[config.mk]
export PLATFORM = sky130hd
export DESIGN_NAME = shift_reg_univ
export DESIGN_NICKNAME = d
export VERILOG_FILES = /design/src/rtl/shift_reg_univ.sv
export SDC_FILE = /design/constraint.sdc
export NUM_CORES = 1
export LEC_CHECK = 0
export BUFFER_PORTS_ARGS = -buffer_cell sky130_fd_sc_hd__buf_4
export CAP_MARGIN = 20
export CORE_MARGIN = 2
export CORE_UTILIZATION = 45
export CTS_BUF_LIST = sky130_fd_sc_hd__clkbuf_2
export CTS_CLUSTER_DIAMETER = 30
export CTS_CLUSTER_SIZE = 30
export DETAILED_ROUTE_END_ITERATION = 12
export PLACE_DENSITY_LB_ADDON = 0.05
export SLEW_MARGIN = 20
export SYNTH_ARGS = -nofsm -noshare
export SYNTH_HDL_FRONTEND = slang
export SYNTH_SLANG_ARGS = --single-unit
[constraint.sdc]
create_clock -name clk -period 1.7 [get_ports clk]
set_input_delay 0.17 -clock clk [delete_from_list [all_inputs] [get_ports clk]]
set_output_delay 0.17 -clock clk [all_outputs]
set_load 0.03 [all_outputs]
[src/rtl/shift_reg_univ.sv]
// Universal shift register: shift/rotate/load/hold with a counted multi-step run mode.
// Define SHIFT_REG_UNIV_ARITH_EN to turn MODO=11 into a runnable arithmetic right shift.
module shift_reg_univ #(
    parameter int WIDTH = 8,
    parameter int CNT_W = 4
) (
    input  logic             clk,
    input  logic             reset,
    input  logic             ENB,
    input  logic             DIR,
    input  logic             S_IN,
    input  logic [1:0]       MODO,
    input  logic [WIDTH-1:0] D,
    input  logic [CNT_W-1:0] CNT,
    input  logic             START,
    output logic [WIDTH-1:0] Q,
    output logic             S_OUT,
    output logic             BUSY,
    output logic             DONE
);
    typedef enum logic {IDLE, RUN} state_t;

    localparam logic [1:0] M_SHIFT = 2'b00;
    localparam logic [1:0] M_ROT   = 2'b01;
    localparam logic [1:0] M_LOAD  = 2'b10;
    localparam logic [1:0] M_HOLD  = 2'b11;

    state_t           state_reg, state_next;
    logic [WIDTH-1:0] q_reg, q_next;
    logic             sout_reg, sout_next;
    logic             done_reg, done_next;
    logic [CNT_W-1:0] cnt_reg, cnt_next;
    logic [1:0]       mode_reg, mode_next;
    logic             dir_reg, dir_next;

    logic [WIDTH-1:0] up_q, dn_q;
    logic [WIDTH-1:0] step_q;
    logic             step_sout;
    logic [1:0]       op_mode;
    logic             op_dir;
    logic             runnable;

    // up_q/dn_q: contents moved one place toward MSB/LSB with the vacated bit cleared
    genvar gi;
    generate
        for (gi = 0; gi < WIDTH; gi++) begin : g_lane
            if (gi == 0) begin : g_lsb
                assign up_q[gi] = 1'b0;
                assign dn_q[gi] = q_reg[gi+1];
            end else if (gi == WIDTH-1) begin : g_msb
                assign up_q[gi] = q_reg[gi-1];
                assign dn_q[gi] = 1'b0;
            end else begin : g_mid
                assign up_q[gi] = q_reg[gi-1];
                assign dn_q[gi] = q_reg[gi+1];
            end
        end
    endgenerate

    // During a run the latched mode/direction drive the datapath, otherwise the live inputs
    assign op_mode = (state_reg == RUN) ? mode_reg : MODO;
    assign op_dir  = (state_reg == RUN) ? dir_reg  : DIR;

    always_comb begin
        step_q    = q_reg;
        step_sout = sout_reg;
        unique case (op_mode)
            M_SHIFT, M_ROT: begin
                if (op_dir) begin
                    step_q    = dn_q | {((op_mode == M_ROT) ? q_reg[0] : S_IN), {(WIDTH-1){1'b0}}};
                    step_sout = q_reg[0];
                end else begin
                    step_q    = up_q | WIDTH'((op_mode == M_ROT) ? q_reg[WIDTH-1] : S_IN);
                    step_sout = q_reg[WIDTH-1];
                end
            end
            M_LOAD: step_q = D;
`ifdef SHIFT_REG_UNIV_ARITH_EN
            M_HOLD: begin
                step_q    = dn_q | {q_reg[WIDTH-1], {(WIDTH-1){1'b0}}};
                step_sout = q_reg[0];
            end
`else
            M_HOLD: ;
`endif
            default: ;
        endcase
    end

`ifdef SHIFT_REG_UNIV_ARITH_EN
    assign runnable = (MODO == M_SHIFT) || (MODO == M_ROT) || (MODO == M_HOLD);
`else
    assign runnable = (MODO == M_SHIFT) || (MODO == M_ROT);
`endif

    always_comb begin
        state_next = state_reg;
        q_next     = q_reg;
        sout_next  = sout_reg;
        done_next  = 1'b0;
        cnt_next   = cnt_reg;
        mode_next  = mode_reg;
        dir_next   = dir_reg;
        if (ENB) begin
            unique case (state_reg)
                IDLE: begin
                    if (START && runnable) begin
                        mode_next = MODO;
                        dir_next  = DIR;
                        cnt_next  = CNT;
                        if (CNT != '0) state_next = RUN;
                        else           done_next  = 1'b1;
                    end else begin
                        q_next    = step_q;
                        sout_next = step_sout;
                    end
                end
                RUN: begin
                    q_next    = step_q;
                    sout_next = step_sout;
                    cnt_next  = cnt_reg - 1'b1;
                    if (cnt_reg == CNT_W'(1)) begin
                        state_next = IDLE;
                        done_next  = 1'b1;
                    end
                end
                default: state_next = IDLE;
            endcase
        end
    end

    always_ff @(posedge clk) begin
        if (reset) begin
            state_reg <= IDLE;
            q_reg     <= '0;
            sout_reg  <= 1'b0;
            done_reg  <= 1'b0;
            cnt_reg   <= '0;
            mode_reg  <= M_SHIFT;
            dir_reg   <= 1'b0;
        end else begin
            state_reg <= state_next;
            q_reg     <= q_next;
            sout_reg  <= sout_next;
            done_reg  <= done_next;
            cnt_reg   <= cnt_next;
            mode_reg  <= mode_next;
            dir_reg   <= dir_next;
        end
    end

    assign Q     = q_reg;
    assign S_OUT = sout_reg;
    assign BUSY  = (state_reg == RUN);
    assign DONE  = done_reg;
endmodule
Word-level counts from Yosys, hierarchy flattened --
Index checks and enable logic that the tools add are counted.
Word-level totals: bits in registers 18, input port bits 20, output and inout port bits 11, logic and storage cells 50
Cells by class: add/subtract/negate cells 1, equal/unequal tests 6, muxes and demuxes 22, bitwise gates (word level) 4, reduce and logical (&&, ||, !) cells 10
Operators with widths (number):
- $pmux 8 s2 | 2
- $mux 8 | 2
- $mux 1 | 12
- $or 7x8->8 | 1
- $or 8x1->8 | 1
- $pmux 4 s2 | 1
- $pmux 1 s2 | 3
- $eq 2x1->1 const B | 2
- $eq 4x1->1 const B | 1
- $logic_not 2->1 | 2
- $mux 4 | 1
- $ne 2x2->1 const B | 2
- $reduce_and 2->1 | 2
- $reduce_bool 4->1 | 1
- $reduce_or 2->1 | 2
- $sub 4x1->4 const B | 1
- $reduce_and 3->1 | 1
- $eq 2x2->1 const B | 1
- $mux 2 | 1
- $not 1->1 | 2
- $logic_and 1x1->1 | 1
- $logic_or 1x1->1 | 1

Longest topological paths before layout --
depth in word-level cells 8, gate-level depth with buffers 7, mapped depth without buffers 6

Worst setup path before layout --
No wires, ideal clock.
kind reg2reg, start point register state_reg, in the netlist BUSY, end point register q_reg[1], in the netlist Q[1], library setup time 126 ps, arrival 1576 ps, required time 1574 ps, setup slack -3 ps, stages on the path, launching flop included 6, path buffers 1, clock period less this slack 1703 ps, cell sequence dfxtp_1 > buf_6 > mux2i_4 > mux2_2 > mux2i_1 > o2bb2ai_1
On the way: longest elaborated chain between the ends 6, elaborated cells between the ends (all ways) 13, classes of those cells 3 x eq/ne; 6 x mux; 1 x bitwise; 3 x reduce/logical
Ends and longest elaborated chain:
- start: declaration | RTL line 28 | state_t state_reg, state_next;
- start signal: assignment | RTL line 142 | state_reg <= state_next;
- $mux 2 | RTL line 61 | assign op_mode = (state_reg == RUN) ? mode_reg : MODO;
- $eq 2x1->1 / $logic_not 2->1 (equally long branches) | RTL line 67 | unique case (op_mode)
- $reduce_or 2->1 | RTL line 67
- $pmux 8 s2 | RTL line 67
- $mux 8 | RTL line 107 | if (START && runnable) begin
- $pmux 8 s2 | RTL line 105 | unique case (state_reg)
- end signal: assignment | RTL line 143 | q_reg <= q_next;
- end: declaration | RTL line 29 | logic [WIDTH-1:0] q_reg, q_next;
Several ways; a longest one is shown, not always the timed one. The select of a mux whose other input is x is not followed. A chain may end at the register's enable or synchronous reset.

Final worst setup path --
start point register mode_reg[1], end point register q_reg[7], in the netlist Q[7]
On the way: longest elaborated chain between the ends 8, elaborated cells between the ends (all ways) 11, classes of those cells 2 x eq/ne; 6 x mux; 1 x bitwise; 2 x reduce/logical
Ends and longest elaborated chain:
- start: declaration | RTL line 33 | logic [1:0] mode_reg, mode_next;
- start signal: assignment | RTL line 147 | mode_reg <= mode_next;
- $mux 2 * | RTL line 61
- $eq 2x1->1 | RTL line 67, 70
- $mux 1 | RTL line 70 | step_q = dn_q | {((op_mode == M_ROT) ? q_reg[0] : S_IN), {(WIDTH-1){1'b0}}};
- $or 7x8->8 | RTL line 70
- $mux 8 | RTL line 69 | if (op_dir) begin
- $pmux 8 s2 * | RTL line 67
- $mux 8 | RTL line 107
- $pmux 8 s2 * | RTL line 105
Mark *: on every way between the ends. The rest lies on a longest branch, timed or not. The select of a mux whose other input is x is not followed.

==> results <==
- The run finished with clean final reports.
- The later pin in the worst-skew pair is clocked with a latency of between 0.3 and 0.4 ns.
- The wire length of the first global-routing pass is approximately 4.6 mm.
- The shortest clock period the worst path allows after layout is about 1.5 ns.
- The first detailed-routing pass took 4 iterations.
- In the final routed layout, each cell accounts on average for 14.8 µm.
- The post-detailed-route via-to-cell ratio is between 5 and 6.
- The kind of critical path is reg2reg.
- The tree is rooted in a sky130_fd_sc_hd__clkbuf_2.
- The core utilization of the finished layout is 58.7%.
- The least setup slack across all paths after layout is 0.159 ns.
- The count of buffering cells on the critical path with inverters included is 0.
- The cell count after synthesis came out at 123.
- The initial core utilization is a little under half.
- No sink is reached through more buffers than the 2 on the longest clock path.
- The logic depth of the worst path, buffers included is 4.
- The initialized floorplan defines 18 standard-cell rows.
- In this run the static leakage power is around 0.60 nW.
- The width of the die is 55.5 µm.
- The number of global-route vias before repair is 990.
- The clock network is responsible for 20.0% of the overall power.
- In this run the remaining antenna-violating nets after routing total 0.
- Global routing finished with a remaining overflow of 0.
- The HPWL after detailed placement is just over 2 mm.
- The final count of pins violating max slew is 0.
- Counting instances, the worst hold path has a depth of 3.
- The max-cap violation count is 0.
- The fraction of final layout cells sized beyond drive strength 1 is about a third.
- The hold slack is around 0.10 ns.
- The family with the most delay on the worst path is compound AO/OA/AOI/OAI gates.
- The critical path launch point type is a flip-flop.
- CTS built an H-tree with a depth of 1.
- Data arrives at the worst endpoint at 1.81 ns.
- Setup violations remaining at the end of the flow were counted as 0.
- The net count of the finished layout is 178.
- The share of the clock period used by the worst path after layout is 90.7%.
- The number of vias in the routed layout is approximately 1100.
- The final weighted congestion in routability-driven placement is 0.727.
- Synthesis instantiated 43 different standard cells from the library.
- The total power divided by cell area is 637 mW/mm².
- The maximum number of pins on one net before global-route repair is 13.
- A synthesized cell averages slightly below 10 µm².
- The mapped netlist covers between 0.001 and 0.0015 mm².
- The die outline area is around 0.0031 mm².
- In the layout the commonest cells are sky130_fd_sc_hd__buf_4 (34), sky130_fd_sc_hd__dfxtp_1 (17), sky130_fd_sc_hd__mux2i_1 (11).
- For the worst flop-to-flop path, the logic depth is 4.
- The number of antenna diodes in the final layout is 0.
- The CTS buffer count is 3.
- The fraction of power consumed by sequential logic is around half.
- The multi-input combinational cells in the finished layout cover a total of between 700 and 800 µm².
- The quantity of I/O buffers inserted on ports is 30.
- The class of the worst hold path is in2reg.
- Setup repair after global routing left no endpoint under its margin.
- The switching fraction of total power is about a third.
- Compared with the post-synthesis result, the final layout area differs by 23.1%.
- Walking the worst path, the cells encountered are nor2b_1 > o21a_1 > a211oi_4 > a32o_1.
- After synthesis the netlist holds a flip-flop and latch count of 18.
- After synthesis, flip-flops and latches occupy between 30% and 40% of the total area.
- The footprint of the flip-flops and latches is around 360 µm².
- In this design, the stage delay of the slowest critical-path cell is approximately 0.54 ns.
- The height of the die is 55.5 µm.
- Of the total power, combinational logic draws a little under a third.
- The most common library cell in the layout ignoring fill and taps is sky130_fd_sc_hd__buf_4.
- The fill cell total of the finished layout is around 250.
- Global routing consumed, over all layers together, 18.4% of the routing resources.
- Synthesis produced a netlist with a net count of approximately 150.
- The number of DRC violations after detailed routing is 0.
- The highest clock rate is between 0.6 and 0.7 GHz.
- The Yosys step of the flow raised 0 warnings.
- At the pin with the least slew margin, the transition time is about 0.45 ns.
- The switching power total is approximately 300 µW.
- The initial detailed-routing violation count is 16.
- The highest net fanout along the worst path is 8.
- The count of pins on the block boundary is 31.
- The initial antenna violation count is 0.
- The kind of end point of the critical path is a flip-flop.
- In this run the standard cell core region covers ~0.0025 mm².
- The clock sink count is 18.
- The clock arrives with 0.00265 ns of skew.
- The final routed wirelength across all metal layers is roughly 2.7 mm.
- The clock tree from TritonCTS is yes.
- The maximum resistive drop on vdd is roughly 0.44 mV.
- Among all stages on the critical path, the largest delay is contributed by sky130_fd_sc_hd__dfxtp_1.
- The final count of hold timing violations is 0.
- The required arrival time at the worst endpoint is about 2 ns.
- Headroom to the max-slew limit came out at a little over two thirds.
- The placement-stage worst setup slack is 0.104 ns.
- The internal power of the cells totals approximately 630 µW.
- The accumulated negative setup slack is 0 ns.
- The clock-pin slew of the registers on the worst-case setup and hold paths is around 0.18 ns.
- The flip-flop count of the largest register after layout is 8.
## per-layer routing
layer,vias up,part of all wire [%],track usage [%]
li1,524,-,-
met1,500,47,24.5
met2,28,47,29.6
met3,5,4.5,2.81
met4,0,1.4,7.32
met5,-,0,0
## metrics by stage
| step | power, mW | cell area, µm² | instances |
|---|---|---|---|
| after floorplan | 0.664 | 1190 | 123 |
| after global placement | 0.743 | 1430 | 180 |
| after detailed placement | 0.749 | 1430 | 180 |
| after CTS | 0.937 | 1450 | 183 |
| after global routing | 0.986 | 1470 | 184 |
| final | 0.935 | 1470 | 184 |
## synth_stat cells (all sizes together)
cell	instances	area, µm²
ha	2	25.0
nor3	2	10.0
o2111ai	1	15.0
nor3b	2	15.0
nand2b	1	6.26
nand2	2	7.51
mux2i	12	133
clkbuf	2	7.51
o2bb2ai	7	61.3
a211oi	5	50.1
and4bb	1	12.5
nand3	1	5.00
nor4bb	1	10.0
inv	9	33.8
a221o	1	10.0
o32ai	1	8.76
nor4	1	6.26
a32oi	1	27.5
a22oi	2	15.0
a31oi	3	18.8
o21ba	1	10.0
or2b	1	7.51
a21oi	4	20.0
o21a	2	15.0
o21ai	4	20.0
nor2b	3	18.8
o31ai	1	7.51
a21boi	2	15.0
nor2	10	45.0
a32o	1	10.0
a311o	2	20.0
and2b	1	7.51
mux2	7	78.8
dfxtp	18	360
buf	5	48.8
nand3b	4	30.0
## worst paths after layout
kind	from	endpoint	slack, ns
setup / recovery	mode_reg[1]	Q[7]	0.16
setup reg to reg	mode_reg[1]	Q[7]	0.16
hold reg to reg	cnt_reg[3]	cnt_reg[3]	0.49
hold / removal	CNT[2]	cnt_reg[2]	0.10
## power by group through the flow
| stage | combinational [mW] | clock [mW] | sequential, mW |
|---|---|---|---|
| 2_1_floorplan | 0.175 | 0 | 0.488 |
| 3_3_place_gp | 0.268 | 0 | 0.475 |
| 3_5_place_dp | 0.272 | 0 | 0.476 |
| 4_1_cts | 0.273 | 0.196 | 0.468 |
| 5_1_grt | 0.307 | 0.209 | 0.471 |
| 6_report | 0.281 | 0.187 | 0.467 |
## timing repair
action                                  CTS  global route
endpoints found under the hold margin     0             0
hold buffers                              0             0
endpoints found under the setup margin    0             5
buffers inserted                          0             1
gates resized for setup                   0             1
## area by class of cell
cell class / count / area share [%]
inverter: 9 / 2.30
multi-input combinational: 89 / 50.6
timing repair buffer: 35 / 18.8
clock buffer: 3 / 1.02
tap: 30 / 2.56
sequential: 18 / 24.8
## cells by family after synthesis
family          share of synthesized area (%)
mux                                      17.7
simple gates                             15.2
compound gates                           27.2
fa+ha+maj                                2.10
buf+inv                                  7.56
flops                                    30.2
## worst reg2reg max path: cells and delay by family (launching register included)
kind            cells  cell delay, ns
compound gates      3            0.86
flops               1            0.54
simple gates        1            0.10
No activity file was read; power rests on OpenSTA's default activity.
